[config.mk]
export PLATFORM = sky130hd
export DESIGN_NAME = mult_ctrl
export DESIGN_NICKNAME = d
export VERILOG_FILES = /design/src/rtl/mult_ctrl.sv
export SDC_FILE = /design/constraint.sdc
export NUM_CORES = 1
export LEC_CHECK = 0
export CAP_MARGIN = 10
export CORE_AREA = 5 5 114 116
export CTS_BUF_LIST = sky130_fd_sc_hd__clkbuf_4
export DETAILED_ROUTE_END_ITERATION = 10
export DIE_AREA = 0 0 119 121
export DONT_BUFFER_PORTS = 1
export GPL_TIMING_DRIVEN = 0
export HOLD_SLACK_MARGIN = 0.03
export PLACE_DENSITY = 0.72
export SETUP_SLACK_MARGIN = 0.5
export SYNTH_ARGS = -nofsm -noshare
export SYNTH_HDL_FRONTEND = slang
export SYNTH_SLANG_ARGS = --single-unit
export TNS_END_PERCENT = 10
[constraint.sdc]
create_clock -name Clock -period 1.6 [get_ports Clock]
set_input_delay 0.4 -clock Clock [delete_from_list [all_inputs] [get_ports Clock]]
set_output_delay 0.4 -clock Clock [all_outputs]
set_load 0.05 [all_outputs]
[src/rtl/mult_ctrl.sv]
// mult_ctrl: control for an iterative MULT/MULTU unit with HI/LO result registers.
//
// Sequencing is IDLE -> LOAD -> RUN -> CAPTURE -> IDLE. The multiplier gets a
// one-cycle mul_load pulse. Its product is taken only in CAPTURE, after LATENCY
// cycles in RUN.
//
// Parameters:
//   LATENCY    - cycles spent in RUN before the product is valid (1..63)
//
// Build option:
//   SIGNED_MUL_EN - when defined, MULT (is_signed=1) sends operand magnitudes to
//                   the multiplier and negates the 64-bit product when the
//                   operand signs differ. When undefined, is_signed is ignored.
//
// Ports:
//   Clock, Reset_n        - rising-edge clock, async active-low reset
//   start, is_signed      - issue request and signedness, sampled in IDLE
//   op_a, op_b            - 32-bit operands, sampled with start
//   mf_req, mf_sel        - MFHI/MFLO read request, 0 = LO / 1 = HI
//   mul_load              - one-cycle start pulse to the multiplier
//   mul_a, mul_b          - operands to the multiplier, held from LOAD through RUN
//   mul_result            - 64-bit unsigned product from the multiplier
//   busy, done, stall     - op in flight, capture pulse, pipeline hold
//   hi, lo, mf_data       - result registers and selected read data
module mult_ctrl #(
  parameter int unsigned LATENCY = 33
) (
  input  logic        Clock,
  input  logic        Reset_n,
  input  logic        start,
  input  logic        is_signed,
  input  logic [31:0] op_a,
  input  logic [31:0] op_b,
  input  logic        mf_req,
  input  logic        mf_sel,
  output logic        mul_load,
  output logic [31:0] mul_a,
  output logic [31:0] mul_b,
  input  logic [63:0] mul_result,
  output logic        busy,
  output logic        done,
  output logic        stall,
  output logic [31:0] hi,
  output logic [31:0] lo,
  output logic [31:0] mf_data
);

  typedef enum logic [1:0] {StIdle, StLoad, StRun, StCapture} state_e;

  localparam logic [5:0] CntLast = 6'(LATENCY - 1);

  state_e      r_state, w_state_nxt;
  logic [5:0]  r_cnt;
  logic [31:0] r_mul_a, r_mul_b;
  logic [31:0] r_hi, r_lo;
  logic [31:0] w_opnd_a, w_opnd_b;
  logic [63:0] w_result;

`ifdef SIGNED_MUL_EN
  logic r_neg;

  // Negating 0x80000000 wraps back to 0x80000000, which is the correct magnitude
  // when read as unsigned.
  always_comb begin
    w_opnd_a = (is_signed && op_a[31]) ? (~op_a + 32'd1) : op_a;
    w_opnd_b = (is_signed && op_b[31]) ? (~op_b + 32'd1) : op_b;
    w_result = r_neg ? (~mul_result + 64'd1) : mul_result;
  end

  always_ff @(posedge Clock or negedge Reset_n) begin
    if (!Reset_n) begin
      r_neg <= 1'b0;
    end else if (r_state == StIdle && start) begin
      r_neg <= is_signed & (op_a[31] ^ op_b[31]);
    end
  end
`else
  logic w_unused_is_signed;
  assign w_unused_is_signed = is_signed;

  always_comb begin
    w_opnd_a = op_a;
    w_opnd_b = op_b;
    w_result = mul_result;
  end
`endif

  always_comb begin
    w_state_nxt = r_state;
    unique case (r_state)
      StIdle:    if (start) w_state_nxt = StLoad;
      StLoad:    w_state_nxt = StRun;
      StRun:     if (r_cnt == CntLast) w_state_nxt = StCapture;
      StCapture: w_state_nxt = StIdle;
      default:   w_state_nxt = StIdle;
    endcase
  end

  always_ff @(posedge Clock or negedge Reset_n) begin
    if (!Reset_n) begin
      r_state <= StIdle;
      r_cnt   <= '0;
      r_mul_a <= '0;
      r_mul_b <= '0;
      r_hi    <= '0;
      r_lo    <= '0;
    end else begin
      r_state <= w_state_nxt;
      unique case (r_state)
        StIdle: begin
          if (start) begin
            r_mul_a <= w_opnd_a;
            r_mul_b <= w_opnd_b;
          end
        end
        StLoad:    r_cnt <= '0;
        StRun:     r_cnt <= r_cnt + 6'd1;
        StCapture: begin
          r_hi <= w_result[63:32];
          r_lo <= w_result[31:0];
        end
        default: ;
      endcase
    end
  end

  always_comb begin
    mul_load = (r_state == StLoad);
    busy     = (r_state != StIdle);
    done     = (r_state == StCapture);
    // Held requests are re-presented by the pipeline once busy drops.
    stall    = busy & (mf_req | start);
    mul_a    = r_mul_a;
    mul_b    = r_mul_b;
    hi       = r_hi;
    lo       = r_lo;
    mf_data  = mf_sel ? r_hi : r_lo;
  end

endmodule

==> run metrics, run 1 <==
Cells after Synth 361; dpl ws -0.0532 ns; Sink Count 136; postcts setup bufs 7; Starting Density 47.9%; Hold-fix buffers, CTS 110; syn_area_per_cell 15.7 um^2; routability cong. 0.739; FF+latch count, synth 136; # resized after CTS 193; status did not finish; die height 121 um; first error [ERROR RSZ-0060] Max buffer count reached.; mapped cell area 5660 um^2; syn_nets 502; Stop stage clock tree synthesis (4_1_cts); Ports 298; Root Buffer clkbuf_4; Port Buf Inserts 0; placed cell areas 6150 um^2; clock buffer depth 2; num rows 40; Die Wd 119 um; count of different cell masters after synthesis 26; # H-tree levels 4; Synth warnings 0; Seq/Total Area, Yosys 60.1%; clock buffer count from CTS 17; DP HPWL 9950 um
[kinds of logic after synthesis]
kind of cell | Yosys count | share of synthesized area [%]
AOI/OAI and AO/OA | 12 | 1.33
xor gates and xnor gates | 1 | 0.155
adders and majority gates | 7 | 1.55
DFF | 136 | 60.1
buffers and inverters | 26 | 2.87
muxes | 160 | 31.8
and+or+nand+nor | 19 | 2.14
[cells in the mapped netlist]
| library cell | count | share of area, % |
|---|---|---|
| a21boi_0 | 1 | 0.13 |
| a21oi_1 | 1 | 0.088 |
| and2_1 | 1 | 0.11 |
| and2b_1 | 1 | 0.13 |
| and3b_1 | 1 | 0.15 |
| buf_2 | 10 | 0.88 |
| buf_6 | 7 | 1.4 |
| clkbuf_1 | 2 | 0.13 |
| dfrtp_1 | 136 | 60 |
| ha_1 | 7 | 1.5 |
| inv_1 | 7 | 0.46 |
| mux2_1 | 8 | 1.6 |
| mux2_2 | 152 | 30 |
| nand2_1 | 1 | 0.066 |
| nand2_4 | 1 | 0.20 |
| nand3_1 | 6 | 0.53 |
| nand4_4 | 1 | 0.38 |
| nor2_1 | 4 | 0.27 |
| nor2b_1 | 1 | 0.11 |
| nor3_1 | 1 | 0.088 |
| o21ai_0 | 7 | 0.62 |
| o221ai_1 | 1 | 0.15 |
| o32a_1 | 1 | 0.18 |
| o32ai_1 | 1 | 0.15 |
| or3_1 | 1 | 0.11 |
| xor2_1 | 1 | 0.15 |
[stage by stage]
step | hold WS, ns | cells
floorplan | 0.104 | 361
global placement | 0.108 | 508
detailed placement | 0.108 | 508
==> run 2, diff against run 1 <==
==> config.mk (replaced) <==
export PLATFORM = sky130hd
export DESIGN_NAME = mult_ctrl
export DESIGN_NICKNAME = d
export VERILOG_FILES = /design/src/rtl/mult_ctrl.sv
export SDC_FILE = /design/constraint.sdc
export NUM_CORES = 1
export LEC_CHECK = 0
export CAP_MARGIN = 10
export CORE_MARGIN = 5
export CORE_UTILIZATION = 40
export DETAILED_ROUTE_END_ITERATION = 10
export DONT_BUFFER_PORTS = 1
export GPL_TIMING_DRIVEN = 0
export PLACE_DENSITY_LB_ADDON = 0.15
export SYNTH_ARGS = -nofsm -noshare
export SYNTH_HDL_FRONTEND = slang
export SYNTH_SLANG_ARGS = --single-unit
export TNS_END_PERCENT = 10
==> constraint.sdc (replaced) <==
create_clock -name Clock -period 2.1 [get_ports Clock]
set_input_delay 0.525 -clock Clock [delete_from_list [all_inputs] [get_ports Clock]]
set_output_delay 0.525 -clock Clock [all_outputs]
set_load 0.05 [all_outputs]
==> run 2 against run 1 <==
Area after synthesis unchanged. The flow now finishes, with violations (hold timing). Synthesized cell count unchanged.
==> run metrics, run 2 <==
TritonRoute pass-1 iters 4; largest net degree at the start of global routing 137; final net count 521; Max FO, Critical Path 3; Die Wd 129 um (was 119 um); Slowest Stage Delay on Critical Path 0.68 ns; Port Buf Inserts 0 (unchanged); area grow syn2layout 15.0%; clock buffer depth 2 (unchanged); Peak Freq 486 MHz; Iter 0 DRT Violations 71; Worst slew margin 63.1%; Ports 298 (unchanged); CTS tree yes; CP max stage cell dfrtp_1; fillers 1226; status finished with violations (was did not finish); Cells after Synth 361 (unchanged); Starting Density 40.8% (was 47.9%); syn_nets 502 (unchanged); skew final 0.00409 ns; Tot GR Track Use 16.3%; CP endpoint kind primary output; routability cong. 0.747 (was 0.739); Hold Path Class in2async; # H-tree levels 4 (unchanged); commonest cells after routing, fill and taps aside mux2_2 (154), dfrtp_1 (124), clkbuf_16 (17); Max-Cap Viols 0; largest cells by area after synthesis dfrtp_1 (60%), mux2_2 (30%), mux2_1 (1.6%), ha_1 (1.5%), buf_6 (1.4%) (unchanged); Final TNS setup 0 ns; critical path, cell by cell mux2_2; average wire per standard cell 24.2 um; DP HPWL 10600 um (was 9950 um); reg2reg path depth 4; Clock Latency Late Sink 0.40 ns; Seq/Total Area, Yosys 60.1% (unchanged); final hold vios 136; top post-synthesis cells by count mux2_2 (152), dfrtp_1 (136), buf_2 (10) (unchanged); Sink Count 136 (unchanged); Buf/Inv on CP 0; crit path launch type flip-flop; vias per cell 5.35; Post-synth EDFFs 0 (unchanged); Slew @ Worst Pin 0.555 ns; GRT overflow 0; async set or reset register ratio after synthesis 100% (unchanged); count of different cell masters after synthesis 26 (unchanged); FF+latch area 3420 um^2; number of global-route vias before repair 3510; Final period util 97.9%; critical path arrival 1.53 ns; postcts setup bufs 0 (was 7); endpoints failing setup 0; clock buffer count from CTS 17 (unchanged); final slew viol count 0; Worst path depth 1; worst r2r src r_state[1]; num rows 43 (was 40); most common cell after layout, fill and taps aside mux2_2; Root Buffer clkbuf_16 (was clkbuf_4); RR Endpoint hi[14]; Req. time, crit path 1.57 ns; initial antenna violation count 3; vias post-DR 3063; cell accounting for the most synthesized area dfrtp_1 (unchanged); minimum clock period 2.06 ns; die height 129 um (was 121 um); Antenna Nets Post-Route 0; WHS -0.184 ns; syn_area_per_cell 15.7 um^2 (unchanged); Reg clk slew, reported paths 0.05 ns; delay-heaviest family, CP flip-flops; routed wire length 13900 um; RSZ-0062 raised after global routing no; cell with the most instances after synthesis mux2_2 (unchanged); first-pass GRT wire length 20500 um; Synth warnings 0 (unchanged); R2R setup slack 0.19 ns; FF+latch count, synth 136 (unchanged); layout cells sized above 1 55.6%; Core Footprint 13900 um^2; failing checks hold timing; top cell type's share of synthesized area 60.1% (unchanged); Die Area 16600 um^2; Main synth FF type dfrtp_1 (unchanged); mapped cell area 5660 um^2 (unchanged); post-layout utilization of the core 46.9%; Residual DRC 0; Multi-input gate area 2120 um^2; kind of critical path reg2out
==> run 2: cell counts after synthesis <==
Identical to the previous run, type by type.
==> run 2: timing repair <==
| item | 4_1_cts | 5_1_grt |
|---|---|---|
| resized for setup | 14 | 11 |
| endpoints found under the setup margin | 92 | 23 |
| endpoints found under the hold margin | 136 | 136 |
==> run 2: cells by family after synthesis <==
| family | share of synthesized area, % |
|---|---|
| adder cells (fa/ha/maj) | 1.55 |
| XOR/XNOR | 0.155 |
| AND/OR/NAND/NOR | 2.14 |
| multiplexers | 31.8 |
| flip-flops | 60.1 |
| buffers and inverters | 2.87 |
| AO/OA/AOI/OAI | 1.33 |
==> run 2: layout make-up <==
cell class	instances	area share (%)
flip-flops and latches	136	52.5
multi-input cells	199	32.5
clock buffers	25	7.77
well taps	180	3.46
plain buffers	19	2.23
clock inverters	6	1.00
inverters	7	0.461
diodes	1	0.0384
==> run 2: per-stage QoR <==
stage / hold WS, ns / cells / cell area [um^2] / worst slack (ns)
after global placement: 0.233 / 541 / 5890 / -0.0773
after detailed placement: 0.234 / 541 / 5890 / -0.0775
final: -0.184 / 573 / 6510 / 0.0435
after CTS: -0.203 / 572 / 6480 / -0.00273
after global routing: -0.214 / 573 / 6510 / 0.000115
after floorplan: 0.229 / 361 / 5660 / 0.131
==> run 2: routing by layer <==
| layer | wire [um] | track usage, % | vias up |
|---|---|---|---|
| met5 | 27 | 0 | - |
| met4 | 244 | 5.74 | 4 |
| met3 | 1610 | 8.22 | 21 |
| met2 | 7110 | 27.6 | 174 |
| met1 | 4870 | 17.7 | 1548 |
| li1 | - | - | 1316 |
==> run 2: worst max path at each step <==
| stage | startpoint | endpoint | slack (ns) |
|---|---|---|---|
| floorplan | mf_sel | mf_data[4] | 0.13 |
| global placement | mf_sel | mf_data[4] | -0.08 |
| detailed placement | mf_sel | mf_data[4] | -0.08 |
| CTS | r_state[0] | busy | -0.003 |
| global route | hi[17] | mf_data[17] | 0.0001 |
| finish | hi[17] | mf_data[17] | 0.04 |
Power of run 2 is not shown: default switching activity piles up to over one toggle a cycle in this logic, so the estimate is an artifact.
==> run 3, diff against run 2 <==
==> constraint.sdc (replaced) <==
create_clock -name Clock -period 2.65 [get_ports Clock]
set_input_delay 0.6625 -clock Clock [delete_from_list [all_inputs] [get_ports Clock]]
set_output_delay 0.6625 -clock Clock [all_outputs]
set_load 0.05 [all_outputs]
==> run 3 against run 2 <==
The flow still finishes with violations (hold timing). Clock skew is essentially flat. Via count is essentially flat. Non-clock buffer count is the same. Worst setup slack gained 0.069 ns. Sequential cell count is the same. Final cell count is the same. Worst hold slack gained 0.14 ns. Critical path type unchanged. Critical endpoint is now stall.
==> run metrics, run 3 (synthesis results as in run 2) <==
Slew @ Worst Pin 0.907 ns (was 0.555 ns); Die Wd 129 um (unchanged); Root Buffer clkbuf_16 (unchanged); DP HPWL 10600 um (unchanged); WHS -0.0463 ns (was -0.184 ns); routability cong. 0.747 (unchanged); Tot GR Track Use 16.3% (about the same); Max FO, Critical Path 4 (was 3); crit path launch type flip-flop (unchanged); Worst Setup SP r_state[0] (was hi[17]); R2R setup slack 0.53 ns (was 0.19 ns); num rows 43 (unchanged); first-pass GRT wire length 20500 um (about the same); critical path, cell by cell inv_1, ha_1, nor2_1 (was mux2_2); initial antenna violation count 3 (unchanged); minimum clock period 2.54 ns; Reg clk slew, reported paths 0.05 ns (about the same); Port Buf Inserts 0 (unchanged); TritonRoute pass-1 iters 4 (unchanged); number of global-route vias before repair 3505 (was 3510); Req. time, crit path 1.99 ns (was 1.57 ns); reg2reg path depth 4 (unchanged); postcts setup bufs 0 (unchanged); kind of critical path reg2out (unchanged); most common cell after layout, fill and taps aside mux2_2 (unchanged); average wire per standard cell 24.2 um (about the same); Max-Cap Viols 0 (unchanged); delay-heaviest family, CP simple AND/OR/NAND/NOR gates (was flip-flops); CTS tree yes (unchanged); final slew viol count 0 (unchanged); routed wire length 13900 um (about the same); Buf/Inv on CP 1 (was 0); Final period util 95.8%; met2 WL post-DR 7090 um (was 7110 um); Residual DRC 0 (unchanged); clock buffer count from CTS 17 (unchanged); CP max stage cell nor2_1 (was dfrtp_1); Sink Count 136 (unchanged); die height 129 um (unchanged); largest net degree at the start of global routing 137 (unchanged); layout cells sized above 1 50.8% (was 55.6%); area grow syn2layout 14.1% (was 15.0%); Peak Freq 394 MHz; Antenna Nets Post-Route 0 (unchanged); status finished with violations (unchanged); final net count 521 (unchanged); Iter 0 DRT Violations 70 (was 71); critical path arrival 1.88 ns (was 1.53 ns); Worst slew margin 39.3% (was 63.1%); Core Footprint 13900 um^2 (unchanged); GRT overflow 0 (unchanged); Starting Density 40.8% (unchanged); Ports 298 (unchanged); final hold vios 136 (unchanged); Final TNS setup 0 ns (unchanged); Hold Path Class in2async (unchanged); endpoints failing setup 0 (unchanged); commonest cells after routing, fill and taps aside mux2_2 (152), dfrtp_1 (136), clkbuf_16 (17) (was mux2_2 (154), dfrtp_1 (124), clkbuf_16 (17)); skew final 0.00408 ns (was 0.00409 ns); Die Area 16600 um^2 (unchanged); clock buffer depth 2 (unchanged); worst r2r src r_state[1] (unchanged); highest routed layer met5 (unchanged); RR Endpoint hi[14] (unchanged); # resized after CTS 0 (was 14); Met1 Wirelength 4890 um (was 4870 um); CP endpoint kind primary output (unchanged); # H-tree levels 4 (unchanged); Slowest Stage Delay on Critical Path 0.72 ns (was 0.68 ns); failing checks hold timing (unchanged); met3 routed WL 1600 um (was 1610 um); vias per cell 5.35 (about the same); vias post-DR 3064 (was 3063); RSZ-0062 raised after global routing no (unchanged); Clock Latency Late Sink 0.40 ns (about the same)
run 3: cell type report:
| cell class | instances | area (um^2) |
|---|---|---|
| multi-input cells | 199 | 2090 |
| inverters | 7 | 26.3 |
| clock buffers | 25 | 505 |
| well taps | 180 | 225 |
| plain buffers | 19 | 136 |
| clock inverters | 6 | 65.1 |
| diodes | 1 | 2.50 |
| flip-flops and latches | 136 | 3400 |
| fillers | 1226 | 7420 |
run 3: per-stage QoR:
step	cells	cell area (um^2)	worst slack, ns	hold slack [ns]	utilization, %
finish	573	6460	0.112	-0.0463	46.5
CTS	572	6460	0.0707	-0.0654	46.5
detailed placement	541	5890	0.198	0.371	42.4
global route	573	6460	0.0252	-0.0762	46.5
global placement	541	5890	0.198	0.371	42.4
floorplan	361	5660	0.406	0.367	-
run 3: how the worst max path moves through the flow:
stage               slack (ns)  cells after the start          to
finish                    0.11                      3       stall
global route              0.03                      3       stall
global placement          0.20                      3  mf_data[4]
CTS                       0.07                      3       stall
detailed placement        0.20                      3  mf_data[4]
floorplan                 0.41                      3  mf_data[4]
run 3: per-layer routing:
| metal | track usage [%] | up-vias |
|---|---|---|
| met5 | 0 | - |
| met2 | 27.6 | 172 |
| li1 | - | 1321 |
| met4 | 5.74 | 4 |
| met3 | 8.18 | 21 |
| met1 | 17.6 | 1546 |
Power of run 3 is left out for the same reason.
==> edit: new RTL, config.mk and constraints of run 2 <==
The option `SIGNED_MUL_EN` is turned on by a define.
--- a/src/rtl/mult_ctrl.sv
+++ b/src/rtl/mult_ctrl.sv
@@ -23,4 +23,6 @@
 //   busy, done, stall     - op in flight, capture pulse, pipeline hold
 //   hi, lo, mf_data       - result registers and selected read data
+`define SIGNED_MUL_EN
+
 module mult_ctrl #(
   parameter int unsigned LATENCY = 33
Behaviour: not the same (a bounded check fails within 4 cycles, from zero or initial values and one cycle with Reset_n low).
==> edit against run 2 <==
  * The run ends with negative hold slack, negative setup slack left
  * Area after synthesis increased by 46%
  * Wire length increased by 100%
  * Largest cell class is now multi-input combinational cells
  * Design area grew 49%
  * Highest routed layer is now met4
  * Sequential cell count up 1
  * Die area up 42%
  * Worst setup slack worse by 0.21 ns
==> edit: results (changes against run 2) <==
Status
  • Status: complete, but fails checks (unchanged)
  • Failing checks: negative hold slack, negative setup slack (was negative hold slack)

Route
  • Via count: 7006 (was 3063)
  • DR top layer: met4 (was met5)
  • Initial DRC Count: 452 (was 71)
  • Met1 WL: 10300 um (was 4870 um)
  • Met2 routed wirelength: 13600 um (was 7110 um)

Layout
  • Layout cell share with drive strength beyond 1: 0.184 (was 0.556)
  • Final std cells w/o fill: 1241 (was 573)
  • ANT cells: 0 (was 1)

STA
  • Setup ws final: -0.166 ns (was 0.0435 ns)
  • Final clock skew: 0.00757 ns (was 0.00409 ns)
  • Setup tns final: -1.06 ns (was 0 ns)
  • Final hold slack: -0.201 ns (was -0.184 ns)
  • Final hold violation count: 137 (was 136)
  • Slew @ Worst Pin: 0.739 ns (was 0.555 ns)
  • Final setup viols: 13 (was 0)

Synthesis
  • Commonest cells post-synth: dfrtp_1 (137), nor2_1 (100), o21ai_0 (95), nand2_1 (93), xor2_1 (82) (was mux2_2 (152), dfrtp_1 (136), buf_2 (10), mux2_1 (8))
  • Seq/Total Area, Yosys: 0.416 (was 0.601)
  • Mapped Cells: 933 (was 361)
  • Synth top area cells: dfrtp_1 (42%), xor2_1 (8.7%), o21ai_0 (5.8%), a21oi_1 (4.9%), nor2_1 (4.6%) (was dfrtp_1 (60%), mux2_2 (30%), mux2_1 (1.6%), ha_1 (1.5%), buf_6 (1.4%))
  • Netlist cell types: 46 (was 26)
  • Syn_nets: 1077 (was 502)

Critical path
  • R2r startpoint: r_state[0] (was r_state[1])
  • Largest delay share family, worst path: simple AND/OR/NAND/NOR gates (was flip-flops)
  • Max FO, Critical Path: 6 (was 3)
  • Worst setup path start: mul_result[26] (was hi[17])
  • CP max stage cell: or4_4 (was dfrtp_1)
  • Worst path max stage delay: 0.53 ns (was 0.68 ns)
  • Critical Path AT: 2.55 ns (was 1.53 ns)

Placed design
  • Worst slack, placed: -1.22 ns (was -0.0775 ns)
  • DP Area: 0.00863 mm2 (was 0.00589 mm2)
  • Dpl hpwl: 21100 um (was 10600 um)

Clock tree
  • PostCTS Resize Cnt: 58 (was 14)
  • Worst-Skew Late Latency: 0.42 ns (was 0.40 ns)

Global routing
  • Total track usage: 0.228 (was 0.163)
  • Largest net degree at the start of global routing: 138 (was 137)
  • Vias in the first global route: 7196 (was 3510)
  • GR Util met2: 0.382 (was 0.276)
  • Met1 usage: 0.258 (was 0.177)
  • Initial antenna violation count: 0 (was 3)
  • First-pass GRT wire length: 42600 um (was 20500 um)
==> edit: cell types whose count changed after synthesis, sizes merged, moves of 80 or more <==
cell   change
o21ai     +88
xor2      +81
a21oi     +80
nand2     +91
mux2     -127
nor2      +96
==> edit: cell families (layout without fill, tap and decap cells) <==
logic type | after synthesis | in the layout | synth area share
and+or+nand+nor | 325 | 325 | 0.193
DFF | 137 | 137 | 0.416
xor gates and xnor gates | 119 | 119 | 0.126
adders and majority gates | 10 | 10 | 0.0152
muxes | 37 | 37 | 0.0499
buffers and inverters | 67 | 105 | 0.0306
AOI/OAI and AO/OA | 238 | 238 | 0.169
==> edit: area by class of cell <==
class	count	area [um2]	area share
buffer	50	220	0.0227
clock buffer	22	474	0.0490
clock inverter	7	119	0.0123
inverter	17	63.8	0.00659
multi-input combinational	729	4930	0.509
sequential	137	3460	0.358
tap	270	338	0.0349
timing repair buffer	9	78.8	0.00814
